`config.mk`:
```
export PLATFORM = sky130hd
export DESIGN_NAME = nibble_serial_sub_16
export DESIGN_NICKNAME = d
export VERILOG_FILES = /design/src/rtl/nibble_serial_sub_16_pkg.sv /design/src/rtl/nibble_serial_sub_16_sub_nibble_4.sv /design/src/rtl/nibble_serial_sub_16.sv
export SDC_FILE = /design/constraint.sdc
export NUM_CORES = 1
export LEC_CHECK = 0
export CORE_MARGIN = 2
export CORE_UTILIZATION = 55
export CTS_BUF_LIST = sky130_fd_sc_hd__clkbuf_8 sky130_fd_sc_hd__clkbuf_16
export DETAILED_ROUTE_END_ITERATION = 6
export GPL_ROUTABILITY_DRIVEN = 1
export GPL_TIMING_DRIVEN = 0
export PLACE_DENSITY = 0.94
export REMOVE_ABC_BUFFERS = 1
export SETUP_SLACK_MARGIN = 0.5
export SYNTH_ARGS = -nofsm -noshare
export SYNTH_HDL_FRONTEND = slang
export SYNTH_SLANG_ARGS = --single-unit
export TNS_END_PERCENT = 1
```
`constraint.sdc`:
```
create_clock -name clk -period 4.7 [get_ports clk]
set_clock_uncertainty 0.05 [all_clocks]
set_input_delay 0.47 -clock clk [delete_from_list [all_inputs] [get_ports clk]]
set_output_delay 0.47 -clock clk [all_outputs]
set_load 0.1 [all_outputs]
```
`src/rtl/nibble_serial_sub_16_pkg.sv`:
```
// Shared types and sizing for the nibble-serial 16-bit subtractor.
package nibble_serial_sub_16_pkg;
  localparam int WIDTH = 16;
  localparam int NIB   = 4;
  localparam int NNIB  = 4;

  typedef enum logic [1:0] {
    ST_IDLE = 2'd0,
    ST_CALC = 2'd1,
    ST_DONE = 2'd2
  } state_t;
endpackage

```
`src/rtl/nibble_serial_sub_16_sub_nibble_4.sv`:
```
// Combinational 4-bit subtract with borrow; also exposes the borrow into bit 3
// so the top can derive signed overflow on the most significant nibble.
module sub_nibble_4 (
  input  logic [3:0] i_a,
  input  logic [3:0] i_b,
  input  logic       i_bi,
  output logic [3:0] o_d,
  output logic       o_bo,
  output logic       o_b3
);
  logic [4:0] w_full;
  logic [3:0] w_low;

  assign w_full = {1'b0, i_a} - {1'b0, i_b} - {4'd0, i_bi};
  assign w_low  = {1'b0, i_a[2:0]} - {1'b0, i_b[2:0]} - {3'd0, i_bi};

  assign o_d  = w_full[3:0];
  assign o_bo = w_full[4];
  assign o_b3 = w_low[3];
endmodule

```
`src/rtl/nibble_serial_sub_16.sv`:
```
// 16-bit subtractor D = A - B - bin, evaluated one nibble per cycle through a
// single shared 4-bit subtract cell; results commit only when all nibbles finish.
//
// state   | meaning
// IDLE    | waiting for start; operands captured on the accepting edge
// CALC    | one nibble per cycle, counter 0..3
// DONE    | one-cycle done pulse, then back to IDLE
module nibble_serial_sub_16
  import nibble_serial_sub_16_pkg::*;
(
  input  logic             clk,
  input  logic             rst,
  input  logic             i_start,
  input  logic [WIDTH-1:0] i_a,
  input  logic [WIDTH-1:0] i_b,
  input  logic             i_bin,
  output logic             o_busy,
  output logic             o_done,
  output logic [WIDTH-1:0] o_d,
  output logic             o_bout,
  output logic             o_ovf,
  output logic             o_zero
);
  state_t           r_state;
  logic [WIDTH-1:0] r_a;
  logic [WIDTH-1:0] r_b;
  logic [WIDTH-1:0] r_shadow;
  logic [1:0]       r_cnt;
  logic             r_borrow;

  logic [WIDTH-1:0] w_a_sh;
  logic [WIDTH-1:0] w_b_sh;
  logic [NIB-1:0]   w_d;
  logic             w_bo;
  logic             w_b3;
  logic [WIDTH-1:0] w_result;

  assign w_a_sh   = r_a >> {r_cnt, 2'b00};
  assign w_b_sh   = r_b >> {r_cnt, 2'b00};
  assign w_result = {w_d, r_shadow[11:0]};

  sub_nibble_4 u_sub (
    .i_a  (w_a_sh[NIB-1:0]),
    .i_b  (w_b_sh[NIB-1:0]),
    .i_bi (r_borrow),
    .o_d  (w_d),
    .o_bo (w_bo),
    .o_b3 (w_b3)
  );

  always_ff @(posedge clk) begin
    if (rst) begin
      r_state  <= ST_IDLE;
      r_a      <= '0;
      r_b      <= '0;
      r_shadow <= '0;
      r_cnt    <= 2'd0;
      r_borrow <= 1'b0;
      o_busy   <= 1'b0;
      o_done   <= 1'b0;
      o_d      <= '0;
      o_bout   <= 1'b0;
      o_ovf    <= 1'b0;
      o_zero   <= 1'b0;
    end else begin
      case (r_state)
        ST_IDLE: begin
          o_done <= 1'b0;
          if (i_start) begin
            r_a      <= i_a;
            r_b      <= i_b;
            r_borrow <= i_bin;
            r_cnt    <= 2'd0;
            o_busy   <= 1'b1;
            r_state  <= ST_CALC;
          end
        end
        ST_CALC: begin
          case (r_cnt)
            2'd0:    r_shadow[3:0]   <= w_d;
            2'd1:    r_shadow[7:4]   <= w_d;
            2'd2:    r_shadow[11:8]  <= w_d;
            default: r_shadow[15:12] <= w_d;
          endcase
          r_borrow <= w_bo;
          r_cnt    <= r_cnt + 2'd1;
          // Last nibble: publish the assembled word straight from the cell output.
          if (r_cnt == 2'(NNIB - 1)) begin
            o_d     <= w_result;
            o_bout  <= w_bo;
            o_ovf   <= w_b3 ^ w_bo;
            o_zero  <= (w_result == '0);
            o_busy  <= 1'b0;
            o_done  <= 1'b1;
            r_state <= ST_DONE;
          end
        end
        ST_DONE: begin
          o_done  <= 1'b0;
          r_state <= ST_IDLE;
        end
        default: begin
          o_busy  <= 1'b0;
          o_done  <= 1'b0;
          r_state <= ST_IDLE;
        end
      endcase
    end
  end
endmodule

```
# After elaboration in Yosys (flattened, before gate mapping)
# Index checks and enable logic that the tools add are counted.
[word_totals] reg_bits=70 in_bits=36 output_inout_bits=21 wordCells=54
[op_classes] addsub=5 eq_ne=7 shifts=2 n_mux=10 bitwise_logic=3 reduce_logical=13
[ops] op="$shr 16x4->4" n=2
[ops] op="$logic_not 16->1" n=1
[ops] op="$reduce_and 2->1" n=7
[ops] op="$pmux 2 s2" n=2
[ops] op="$eq 2x2->1 const B" n=3
[ops] op="$mux 2" n=3
[ops] op="$sub 4x4->5" n=1
[ops] op="$sub 5x1->5" n=1
[ops] op="$eq 2x1->1 const B" n=2
[ops] op="$logic_not 2->1" n=2
[ops] op="$ne 2x2->1 const B" n=2
[ops] op="$sub 3x3->4" n=1
[ops] op="$sub 4x1->4" n=1
[ops] op="$mux 1" n=3
[ops] op="$pmux 1 s3" n=1
[ops] op="$reduce_and 3->1" n=1
[ops] op="$add 2x1->2 const B" n=1
[ops] op="$not 1->1" n=2
[ops] op="$pmux 1 s2" n=1
[ops] op="$reduce_bool 2->1" n=1
[ops] op="$reduce_or 2->1" n=1
[ops] op="$xor 1x1->1" n=1

# Depth between registers and ports, before layout
# Gate-level depths: netlist of run 1.
[depth] ltp_word=4 ltp_mapped=11 ltp_nobuf=10

# Modules after synthesis
# Synthesis of run 1 repeated with hierarchy kept, for this count alone.
[unflattened] hier_cells=343 area_unflattened_um2=3021.6
[modules_own_cells] module="nibble_serial_sub_16" instances=1 cells_per_inst=318 area_each_um2=2830.2 seq_area_each_um2=1401.3
[modules_own_cells] module="sub_nibble_4" instances=1 cells_per_inst=25 area_each_um2=191.4 seq_area_each_um2=0.0

# Least setup slack after synthesis of run 1
# OpenSTA, ideal clock, no wires.
[synth_path] kind="register to register" from="register r_cnt[1]" to="register o_ovf" setup_time_ns=0.086 arrival_time_ns=2.885 required_time_ns=4.564 setup_slack_ns=1.679 path_stages_with_launch=10 path_buffers=1 period_less_slack_ns=3.021 cell_sequence="dfxtp_1 buf_2 mux4_1 fa_1 fa_1 and3b_1 o22ai_1 xnor2_1 xnor2_1 a211oi_1"
[synth_between] elab_chain_len=4 elab_cells_between_ends=9 cone_classes="add/sub (4); eq/ne (1); shift (2); bitwise (1); reduce/logical (1)"
[synth_rtl] item="start: declaration" line="nibble_serial_sub_16.sv:28" rtl="logic [1:0] r_cnt;"
[synth_rtl] item="start signal: assignment" line="nibble_serial_sub_16.sv:86" rtl="r_cnt <= r_cnt + 2'd1;"
[synth_rtl] item="$shr 16x4->4 (on tied branches)" line="nibble_serial_sub_16.sv:38, nibble_serial_sub_16.sv:39"
[synth_rtl] item="$sub 4x4->5 or $sub 3x3->4 (tied branches)" line="nibble_serial_sub_16_sub_nibble_4.sv:14, nibble_serial_sub_16_sub_nibble_4.sv:15"
[synth_rtl] item="$sub 5x1->5 or $sub 4x1->4 (tied branches)" line="nibble_serial_sub_16_sub_nibble_4.sv:14, nibble_serial_sub_16_sub_nibble_4.sv:15"
[synth_rtl] item="$xor 1x1->1" line="nibble_serial_sub_16.sv:91" rtl="o_ovf <= w_b3 ^ w_bo;"
[synth_rtl] item="end signal: assignment" line="nibble_serial_sub_16.sv:91"
[synth_rtl] item="end: declaration" line="nibble_serial_sub_16.sv:21" rtl="output logic o_ovf,"
# Several ways; a longest one is shown, not always the timed one.
# A chain may end at the register's enable or synchronous reset.

# Final worst setup path of run 1
# Same ends and word-level chain as after synthesis.

==> results of run 1 <==
==> cells by family (layout without fill, tap and decap cells) <==
logic type | after synthesis | after routing | share of synthesized area
adder cells (fa/ha/maj) | 10 | 10 | 0.0467
AO/OA/AOI/OAI | 67 | 67 | 0.130
buffers and inverters | 34 | 84 | 0.0475
XOR/XNOR | 4 | 4 | 0.0142
multiplexers | 16 | 16 | 0.0954
flip-flops | 70 | 70 | 0.467
AND/OR/NAND/NOR | 145 | 145 | 0.200
==> synth_stat cells, drive strengths merged <==
| cell | number |
|---|---|
| nand2 | 100 |
| dfxtp | 70 |
| a21oi | 52 |
| nor2 | 26 |
| clkbuf | 17 |
| inv | 10 |
| a211oi | 9 |
| mux2i | 9 |
| ha | 8 |
| buf | 7 |
| mux4 | 7 |
| and2 | 4 |
| xnor2 | 3 |
| fa | 2 |
| nand2b | 2 |
| nor3 | 2 |
| o21ai | 2 |
| or2 | 2 |
| or3 | 2 |
| a21boi | 1 |
| a22oi | 1 |
| and3b | 1 |
| nand4 | 1 |
| nand4b | 1 |
| nor2b | 1 |
| nor4 | 1 |
| o221ai | 1 |
| o22ai | 1 |
| or2b | 1 |
| or4 | 1 |
| xor2 | 1 |
==> critical path, cell delays in order (launching register included) <==
cell,delay (ns)
dfxtp_1,0.64
mux4_1,0.65
fa_1,0.46
fa_1,0.46
and3b_1,0.20
o22ai_1,0.35
xnor2_1,0.15
xnor2_1,0.15
a211oi_1,0.26
==> cell type report <==
type / count / area, um^2
clock inverters: 4 / 21.3
repair buffers: 58 / 591
clock buffers: 12 / 165
well taps: 70 / 87.6
flip-flops and latches: 70 / 1400
multi-input cells: 242 / 1460
inverters: 10 / 37.5
fillers: 376 / 1410
==> per-layer routing <==
| metal | up-vias | track usage | share of wire |
|---|---|---|---|
| met5 | - | 0 | 0 |
| met4 | 0 | 0.0842 | 0.015 |
| met3 | 12 | 0.0674 | 0.050 |
| met2 | 69 | 0.391 | 0.52 |
| met1 | 1134 | 0.247 | 0.41 |
| li1 | 1240 | - | - |
==> per-stage QoR <==
step	utilization	hold WS [ns]
final	0.728	0.404
after global routing	0.728	0.424
after CTS	0.728	0.406
after detailed placement	0.692	0.396
after global placement	0.686	0.388
after floorplan	-	0.375
==> flip-flops by register name (all words and copies together) (netlist names), 2 cells and up <==
signal,cells
r_shadow,12
o_d,16
r_a,16
r_state,2
r_cnt,2
r_b,16
==> report_power, final <==
part | internal [mW] | switching [mW]
clock | 0.231 | 0.217
sequential | 0.619 | 0.0204
combinational | 0.105 | 0.119
total | 0.956 | 0.357
==> worst min path at each step <==
stage / slack, ns / endpoint / from / cells past startpoint
2_1_floorplan: 0.38 / r_a[4]$_SDFFE_PP0P_ / r_a[4]$_SDFFE_PP0P_ / 2
3_5_place_dp: 0.40 / o_d[6]$_SDFFE_PP0P_ / o_d[6]$_SDFFE_PP0P_ / 2
3_3_place_gp: 0.39 / r_a[11]$_SDFFE_PP0P_ / r_a[11]$_SDFFE_PP0P_ / 2
6_report: 0.40 / o_d[3]$_SDFFE_PP0P_ / o_d[3]$_SDFFE_PP0P_ / 2
4_1_cts: 0.41 / r_b[5]$_SDFFE_PP0P_ / r_b[5]$_SDFFE_PP0P_ / 2
5_1_grt: 0.42 / r_a[4]$_SDFFE_PP0P_ / r_a[4]$_SDFFE_PP0P_ / 2
==> results summary, run 1 <==
The run finished with clean final reports. The detail-routed net length per standard cell came out at around 13 um. The count of nets left with antenna violations once routing finished came out at 0. The floorplan die area came out at ~6100 um^2. TritonCTS built the clock tree. The design draws 1.31 mW. The cell area after placement is 3580 um^2.

The number of cells on the worst reg-to-reg path is 8. The measured slew at the worst slew-check pin came out at just under 1 ns. The clock input transition at the sequential cells of the worst setup and hold paths came out at roughly 0.070 ns. The count of cells in the finished layout, fillers not included, comes to ~470.

The die is roughly 80 um wide. The buffer type at the clock tree root is clkbuf_8. The capturing point of the worst reg2reg path is o_ovf$_SDFFE_PP0P_. The number of max-cap violations came out at 0. The count of cells resized by post-cts repair is 0. The quantity of hold-fixing buffers added after cts came out at 0. The iteration count of the initial detailed-routing pass is 4. For this block, the routed nets add up to 6.12 mm of wire.

The highest clock rate is between 200 and 300 MHz. The H-tree depth came out at 3. The ratio of cells with drive above 1 in the final layout came out at 0.0657.

No sink is reached through more buffers than the 2 on the longest clock path. The highest fanout seen on the critical path came out at 13. The first-pass GRT wire length is about 10 mm. The total number of yosys warnings is 0. Setup repair after global routing left no endpoint under its margin. The top-area cell type share of the netlist area is 0.467.

The time the final worst path needs with I/O delays and setup is around 3.5 ns. The die height is between 70 and 80 um. The initial utilization of the core area, before any placement, comes to 0.581. The total via count in the routed design came out at about 2500.

The per-cell via count in the routed design came out at roughly 5.3. The standby leakage power is about 1.4 nW. The start point of the critical path is r_cnt[1]$_SDFFE_PP0P_. The pre-CTS worst setup slack is 1.28 ns. Leaving out fill and tap cells, the most frequent cell in the layout is nand2_1.

The antenna diode count came out at 0. The via count of the first global-routing pass came out at ~2400. The last element of the critical path is o_ovf$_SDFFE_PP0P_. At the later pin of the worst-skew pair, clock insertion delay measures about 0.34 ns.

The cell area after layout came out at about 3800 um^2. The kind of end point of the critical path is a register. The post-synthesis cell count is between 300 and 400. The worst-case IR drop observed on VDD is between 0.0003 and 0.0004 V. The total clock buffers created by CTS is 9. The growth of design area from synthesis to finish is 25.4%. The part of the Yosys area used for sequential elements is 0.467. The setup slack of the most critical reg-to-reg path is ~1.2 ns. The tightest min-delay check is of the reg -> reg type.

The count of pins over their slew limit was 0. Power spread over the standard cell area amounts to ~350 nW/um^2. The data required time at the worst endpoint came out at 4.90 ns.

The total placed cells including tap cells is 450. The quantity of I/O buffers inserted on ports is 56. In the post-synthesis netlist, the biggest area contributors are dfxtp_1 47%, nand2_1 13%, a21oi_1 8.5%.

Row generation in the floorplan step produced 26 rows. The post-route clock period utilization came out at 0.737. The worst slew margin relative to its limit came out at 0.340. The biggest area consumer among synthesized cells is dfxtp_1. The critical path data arrival time is ~3.7 ns.

The post-CTS repair timing setup buffer count came out at 0. After routing, the total negative slack on setup checks comes to 0 ns. The congestion estimate from routability-driven global placement came to about 0.78. For this design, the sink count on the clock tree is 70. The total routing usage reported by global routing came out at 0.220. The setup-violating endpoint count in the final report is 0. The cell area that synthesis handed to floorplanning was 3000 um^2.

The library cells used most frequently in the layout, excluding fill and tap cells, are 100 x nand2_1, 70 x dfxtp_1, 55 x clkdlybuf4s50_1, 51 x a21oi_1, 25 x nor2_1. The total area inside the core boundary comes to ~5200 um^2. In this run the mean area of a mapped cell was around 8.7 um^2. Counting distinct cell types in the post-synthesis netlist gives 34. The DRC marker count from the first detailed-route iteration came out at 104.

The total congestion overflow is 0. STA classifies the critical path startpoint as a register. During I/O placement, the number of pins put on the boundary was 57. The maximum number of pins on one net before global-route repair came out at 37.

The number of antenna violations at the first check in global routing is 0. The synthesized design contains 70 register bits. In the post-route analysis, the smallest setup slack over all paths is ~1.2 ns. After legalization and detailed placement, the total HPWL measured 4.37 mm. The hold violation total from the final report came to 0.

The critical path in this run is classified as reg -> reg. The number of remaining DRC errors is 0. The final layout net count came out at roughly 440.

The startpoint of the worst register-to-register path is r_cnt[1]$_SDFFE_PP0P_.
(Power assumes the default switching activity.)
==> run 2: changes to the inputs <==
CORE_UTILIZATION = 51   (was 55)
PLACE_DENSITY = 0.89   (was 0.94)
clock period = 3.49 ns   (was 4.7 ns; I/O delays follow)
==> run 2 against run 1 <==
Count of clock-buffer cells in the layout down 1. Combinational power up 49%. Sequential share of layout area down 0.68 points. Cell count up 1.3%. Worst setup slack worse by 0.63 ns. Power up 41%. Hold slack about the same. Critical endpoint is now o_zero$_SDFFE_PP0P_. Largest cell class unchanged. Highest routed layer unchanged.
==> results summary, run 2 (synthesized netlist as in run 1, its figures left out) <==
The core outline area came out at 5610 um^2 (+8.4%). The cell area after placement was 3580 um^2 (about the same). The number of remaining DRC errors came out at 0 (unchanged). The measured slew at the worst slew-check pin is 0.975 ns (-0.0124 ns). The starting density of the core is 0.535 (-0.0451).

The number of nets with antenna violations after detailed routing came out at 0 (unchanged). The final core utilization came to 0.687 (-0.0404). The per-cell via count in the routed design is 5.22 (-0.83%). The number of antenna violations at the first check in global routing came out at 0 (unchanged). The number of non-filler instances in the completed layout came out at 472 (+1.3%). The total congestion overflow came out at 0 (unchanged).

The tightest hold margin came out at 0.404 ns (+0.000488 ns). The time the final worst path needs with I/O delays and setup came out at 2.89 ns (-0.579 ns). The ratio of cells with drive above 1 in the final layout came out at 0.0875 (+0.0218). The via count of the first global-routing pass came out at 2332 (-1.6%).

The first-pass GRT wire length came out at 10.1 mm (-3.6%). The largest incremental delay on the critical path came out at 0.58 ns (-0.07 ns). The sum of routed wire length over all layers is 6.39 mm (+4.4%).

The maximum number of buffers from clock root to sink came out at 2 (unchanged). Traced cell by cell, the critical path runs through mux4_1 -> inv_1 -> fa_2 -> inv_1 -> ha_1 -> or2b_4 -> o221ai_4 -> xor2_2 -> nand4b_1 -> a21oi_1. Setup repair after global routing left no endpoint under its margin. The highest clock rate is 347 MHz (+20%).

The fraction of power consumed by the clock network came out at 0.354 (+0.012). The data required time at the worst endpoint came out at 3.68 ns (-1.22 ns). By startpoint and endpoint, the worst setup path is classified as reg -> reg.

The total via count in the routed design is 2466 (+0.45%). The setup-violating endpoint count in the final report came out at 0 (unchanged). The growth of design area from synthesis to finish came out at 28.4%. The standby leakage power is 1.42 nW (+2.6%). The antenna diode count is 0 (unchanged). The iteration count of the initial detailed-routing pass was 4 (unchanged). The sequential share of power came out at 0.465 (-0.023).

The final layout net count is 441 (+0.92%). The number of I/O pins came to 57 (unchanged). In this design, the critical path's most frequently occurring cell is inv_1.

The slowest stage of the critical path belongs to the cell mux4_1. TritonCTS built the clock tree. The maximum number of pins on one net before global-route repair is 39 (+5.4%). The net switching power figure came out at 0.493 mW (+38%). The worst-case vdd ir drop is 0.000400 V (+13%).

Leaving out fill and tap cells, the most frequent cell in the layout is nand2_1. The total negative setup slack was 0 ns (unchanged). The largest registers in the layout are o_d: 16 flops, r_a: 16 flops, r_b: 16 flops. The clock latency at the later pin of the worst-skew pair is 0.35 ns (about the same). The total routing usage reported by global routing came out at 0.203 (-0.0168). The number of clock sinks came out at 70 (unchanged). The number of buffer and inverter stages on the critical path is 2 (+2). The setup slack of the critical path after layout came out at 0.604 ns (-0.631 ns). The clock input transition at the sequential cells of the worst setup and hold paths came out at 0.07 ns (about the same). The HPWL after detailed placement came out at 4.29 mm (-1.8%). The highest fanout seen on the critical path was 10 (-3). The buffer type at the clock tree root is clkbuf_8. The count of pins over their slew limit is 0 (unchanged).

The path class of the tightest hold or removal check is reg -> reg. The net switching share of the total power is 0.267 (-0.00481). The die height came out at 80.7 um (+3.7%). The floorplan die area is 6520 um^2 (+7.4%). The flow ran to the end, and the final reports show no timing, DRC or antenna violations. The top cell family by delay on the critical path is multiplexers. The part of the power in combinational logic came out at 0.181 (+0.010).

The detail-routed net length per standard cell is 13.5 um (+3.1%). The H-tree depth came out at 3 (unchanged). The number of max-cap violations came to 0 (unchanged). The DRC marker count from the first detailed-route iteration is 87 (-16%).

The power per cell area is 479 nW/um^2 (+37%). The overall power is 1.85 mW (+41%). The die width came out at 80.7 um (+3.7%). The post-route clock period utilization came to 0.827 (+0.0898). The pre-CTS worst setup slack is 0.0546 ns (-1.22 ns). The cell area after layout came to 3850 um^2 (+2.4%). The worst slew margin relative to its limit came to 0.348 (+0.00826). The kind of end point of the critical path is a register.

The hold violation total from the final report is 0 (unchanged). The total placed cells including tap cells is 452 (+0.44%). The cell row count came to 27 (+3.8%). The placer's final routability congestion estimate is 0.805 (+3.8%). The type of origin of the critical path is a register. The internal power consumption was 1.35 mW (+42%). Leaving out fill and tap cells, the most frequent cells in the layout are 100 x nand2_1, 68 x dfxtp_1, 55 x clkdlybuf4s50_1, 51 x a21oi_1, 25 x nor2_1. The critical path data arrival time is 3.07 ns (-0.60 ns). The quantity of I/O buffers inserted on ports is 56 (unchanged). The total clock buffers created by CTS is 9 (unchanged).
==> run 2: changes by cell type in the layout (fill, tap and decap cells not counted), moves of 2 or more <==
cell and delta:
buf_4 +3, fa_2 +2, dfxtp_1 -2, dfxtp_4 +2
fa_1 -2
==> run 2: cell type report <==
class                   instances  area (um^2)
clock buffers                  11          151
clock inverters                 5         50.0
fillers                       464         1750
inverters                      10         37.5
multi-input cells             242         1480
flip-flops and latches         70         1410
well taps                      72         90.1
repair buffers                 62          633
==> run 2: path summary, 6_finish.rpt <==
check | startpoint | end | slack, ns | cells past startpoint
worst max register to register | r_cnt[0]$_SDFFE_PP0P_ | o_zero$_SDFFE_PP0P_ | 0.60 | 10
worst min-delay path | o_d[6]$_SDFFE_PP0P_ | o_d[6]$_SDFFE_PP0P_ | 0.40 | 2
worst max-delay path | r_cnt[0]$_SDFFE_PP0P_ | o_zero$_SDFFE_PP0P_ | 0.60 | 10
worst min register to register | o_d[6]$_SDFFE_PP0P_ | o_d[6]$_SDFFE_PP0P_ | 0.40 | 2
==> run 2: worst register-to-register path, delay by kind of cell, from the launching register on <==
family                   cells  cell delay, ns
adder cells (fa/ha/maj)      2            0.54
buffers and inverters        2            0.16
multiplexers                 1            0.58
flip-flops                   1            0.46
XOR/XNOR                     1            0.26
AND/OR/NAND/NOR              2            0.44
AO/OA/AOI/OAI                2            0.28
==> run 2: layer usage <==
metal  vias to the layer above  track usage  part of all wire
li1                       1246            -                 -
met1                      1143        0.225              0.42
met2                        61        0.357              0.51
met3                        16       0.0511             0.043
met4                         0        0.114             0.026
met5                         -            0                 0
==> run 2: repair_timing <==
item / CTS / global route
hold buffers: 0 / 0
buffers inserted: 1 / 3
endpoints found under the hold margin: 0 / 0
pin swaps: 0 / 1
resized for setup: 5 / 5
endpoints found under the setup margin: 12 / 3
==> run 2: power groups by stage <==
stage	registers [mW]	clock network, mW	logic [mW]
after CTS	0.859	0.663	0.306
after global routing	0.862	0.694	0.365
final	0.858	0.654	0.334
after global placement	0.877	0	0.282
after floorplan	0.881	0	0.187
after detailed placement	0.879	0	0.300
==> run 3: changes to the inputs <==
CORE_UTILIZATION = 46   (was 51)
PLACE_DENSITY = 0.85   (was 0.89)
clock period = 2.3 ns   (was 3.49 ns; I/O delays follow)
==> run 3 against run 2 <==
The flow now finishes with violations (setup timing). Sequential power is 52% higher. Die area up 10%. Largest power group unchanged. Sequential share of layout area down 0.74 points.
==> results summary, run 3 (synthesized netlist as in run 1, its figures left out) <==
The run finished, with violations left. The checks that failed: setup timing. The total routing usage reported by global routing came out at 0.178 (-0.0249). The cell area after placement is 3590 um^2 (+0.17%). The clock input transition at the sequential cells of the worst setup and hold paths was 0.07 ns (about the same). The total negative setup slack came out at -2.32 ns (-2.32 ns). The highest fanout seen on the critical path came out at 3 (-7). The buffer type at the clock tree root is clkbuf_8. The number of remaining DRC errors came out at 0 (unchanged). The die height came out at 84.8 um (+5.0%).

The count of pins over their slew limit came to 0 (unchanged). The setup path with the least slack is of type reg -> reg. The DRC marker count from the first detailed-route iteration came out at 107 (+23%). The first-pass GRT wire length is 10.3 mm (+1.6%).

The via count of the first global-routing pass is 2326 (-0.26%). The floorplan die area is 7190 um^2 (+10%). The die width came out at 84.8 um (+5.0%). The final layout net count is 443 (+0.45%).

The overall power is 3.03 mW (+64%). The setup-violating endpoint count in the final report was 12 (+12). In the layout the commonest cells are 99 x nand2_1, 68 x dfxtp_1, 51 x a21oi_1, 34 x clkdlybuf4s50_1, 24 x nor2_1. The highest clock rate is 378 MHz (+9.0%). The post-route clock period utilization came out at 1.15 (+0.324). The number of max-cap violations came out at 0 (unchanged).

The clock latency at the later pin of the worst-skew pair came to 0.34 ns (about the same). The growth of design area from synthesis to finish is 31.0%. The total clock buffers created by CTS is 9 (unchanged).

The ratio of cells with drive above 1 in the final layout is 0.189 (+0.102). The time the final worst path needs with I/O delays and setup is 2.65 ns (-0.238 ns). The number of antenna violations at the first check in global routing came out at 0 (unchanged). The detail-routed net length per standard cell is 13.5 um (about the same). The standby leakage power is 1.47 nW (+3.8%). STA classifies the critical path endpoint as a register. The power per cell area was 770 nW/um^2 (+61%). The path class of the tightest hold or removal check is in -> reg. The measured slew at the worst slew-check pin is 0.584 ns (-0.392 ns). In the final layout, the registers with the most flip-flops are o_d: 16 flops, r_a: 16 flops, r_b: 16 flops. The data required time at the worst endpoint is 2.51 ns (-1.17 ns).

The CTS tree is built. The number of nets with antenna violations after detailed routing is 0 (unchanged). The number of I/O pins came out at 57 (unchanged). The number of clock sinks came out at 70 (unchanged). The final core utilization is 0.623 (-0.0642). The maximum number of pins on one net before global-route repair came to 42 (+7.7%). Setup repair after global routing could not meet its margin everywhere. The critical path data arrival time was 2.86 ns (-0.21 ns). The cell area after layout is 3940 um^2 (+2.1%). The quantity of I/O buffers inserted on ports came to 56 (unchanged). The setup slack of the critical path after layout came to -0.347 ns (-0.952 ns). The worst-case vdd ir drop came out at 0.000575 V (+44%). The cell row count came out at 29 (+7.4%).

The fill cell total of the finished layout is 550 (+19%). The starting density of the core came out at 0.476 (-0.0599). The per-cell via count in the routed design came to 5.16 (-1.2%). The hold violation total from the final report was 0 (unchanged). The tightest hold margin came out at 0.314 ns (-0.0904 ns).

The placer's final routability congestion estimate is 0.823 (+2.2%). The antenna diode count came to 0 (unchanged). The library cell used most frequently in the layout, excluding fill and tap cells, is nand2_1. The total congestion overflow is 0 (unchanged). The H-tree depth is 3 (unchanged). The core outline area came out at 6310 um^2 (+13%).

The maximum number of buffers from clock root to sink came out at 2 (unchanged). The sum of routed wire length over all layers came to 6.48 mm (+1.5%). STA classifies the critical path startpoint as a register.

The HPWL after detailed placement came out at 4.15 mm (-3.2%). The worst slew margin relative to its limit is 0.611 (+0.263). The iteration count of the initial detailed-routing pass came to 6 (+2). The total via count in the routed design came to 2472 (+0.24%).
[run 3: cell types whose count changed in the layout (fill, tap and decap cells not counted), sizes merged, moves of 2 or more]
cell	previous run	this run
clkbuf	11	26
clkdlybuf4s50	55	34
buf	7	9
clkdlybuf4s15	0	7
[run 3: per-layer routing]
metal / GRT usage / wire, um
met2: 0.308 / 3390
met1: 0.211 / 2640
met4: 0.0534 / 123
met3: 0.0590 / 327
met5: 0 / 0
[run 3: what timing repair did]
item,CTS,global route
endpoints found under the setup margin,54,45
resized for setup,71,25
buffers inserted,5,1
hold buffers,0,0
pin swaps,10,5
[run 3: where the power goes]
group | internal (mW) | switching [mW]
Sequential | 1.27 | 0.0342
Clock | 0.694 | 0.436
Combinational | 0.303 | 0.300
Total | 2.26 | 0.770
[run 3: path summary, 6_finish.rpt]
kind,depth (start not counted),slack (ns),startpoint,end
setup / recovery,8,-0.35,r_cnt[1]$_SDFFE_PP0P_,o_ovf$_SDFFE_PP0P_
hold / removal,2,0.31,rst,r_shadow[7]$_SDFFE_PP0P_
hold reg to reg,2,0.40,r_a[10]$_SDFFE_PP0P_,r_a[10]$_SDFFE_PP0P_
setup reg to reg,8,-0.35,r_cnt[1]$_SDFFE_PP0P_,o_ovf$_SDFFE_PP0P_
[run 3: per-stage QoR]
stage	setup WS (ns)	cells
floorplan	-0.722	322
global placement	-1.11	455
detailed placement	-1.04	457
CTS	-0.309	478
global route	-0.443	479
finish	-0.347	479
[run 3: final cells by class]
type / instances / area (um^2) / share of cell area
Clock inverter: 4 / 68.8 / 0.0175
Multi-Input combinational cell: 242 / 1580 / 0.402
Clock buffer: 12 / 165 / 0.0420
Sequential cell: 70 / 1410 / 0.358
Timing Repair Buffer: 64 / 578 / 0.147
Inverter: 10 / 37.5 / 0.00954
Tap cell: 77 / 96.3 / 0.0245
[run 3: worst max-delay path, stage by stage, from the launching register on]
cell	delay, ns
dfxtp_4	0.35
mux4_2	0.50
fa_2	0.39
fa_2	0.42
and3b_1	0.23
o22ai_4	0.19
xnor2_2	0.14
xnor2_1	0.08
a211oi_1	0.22
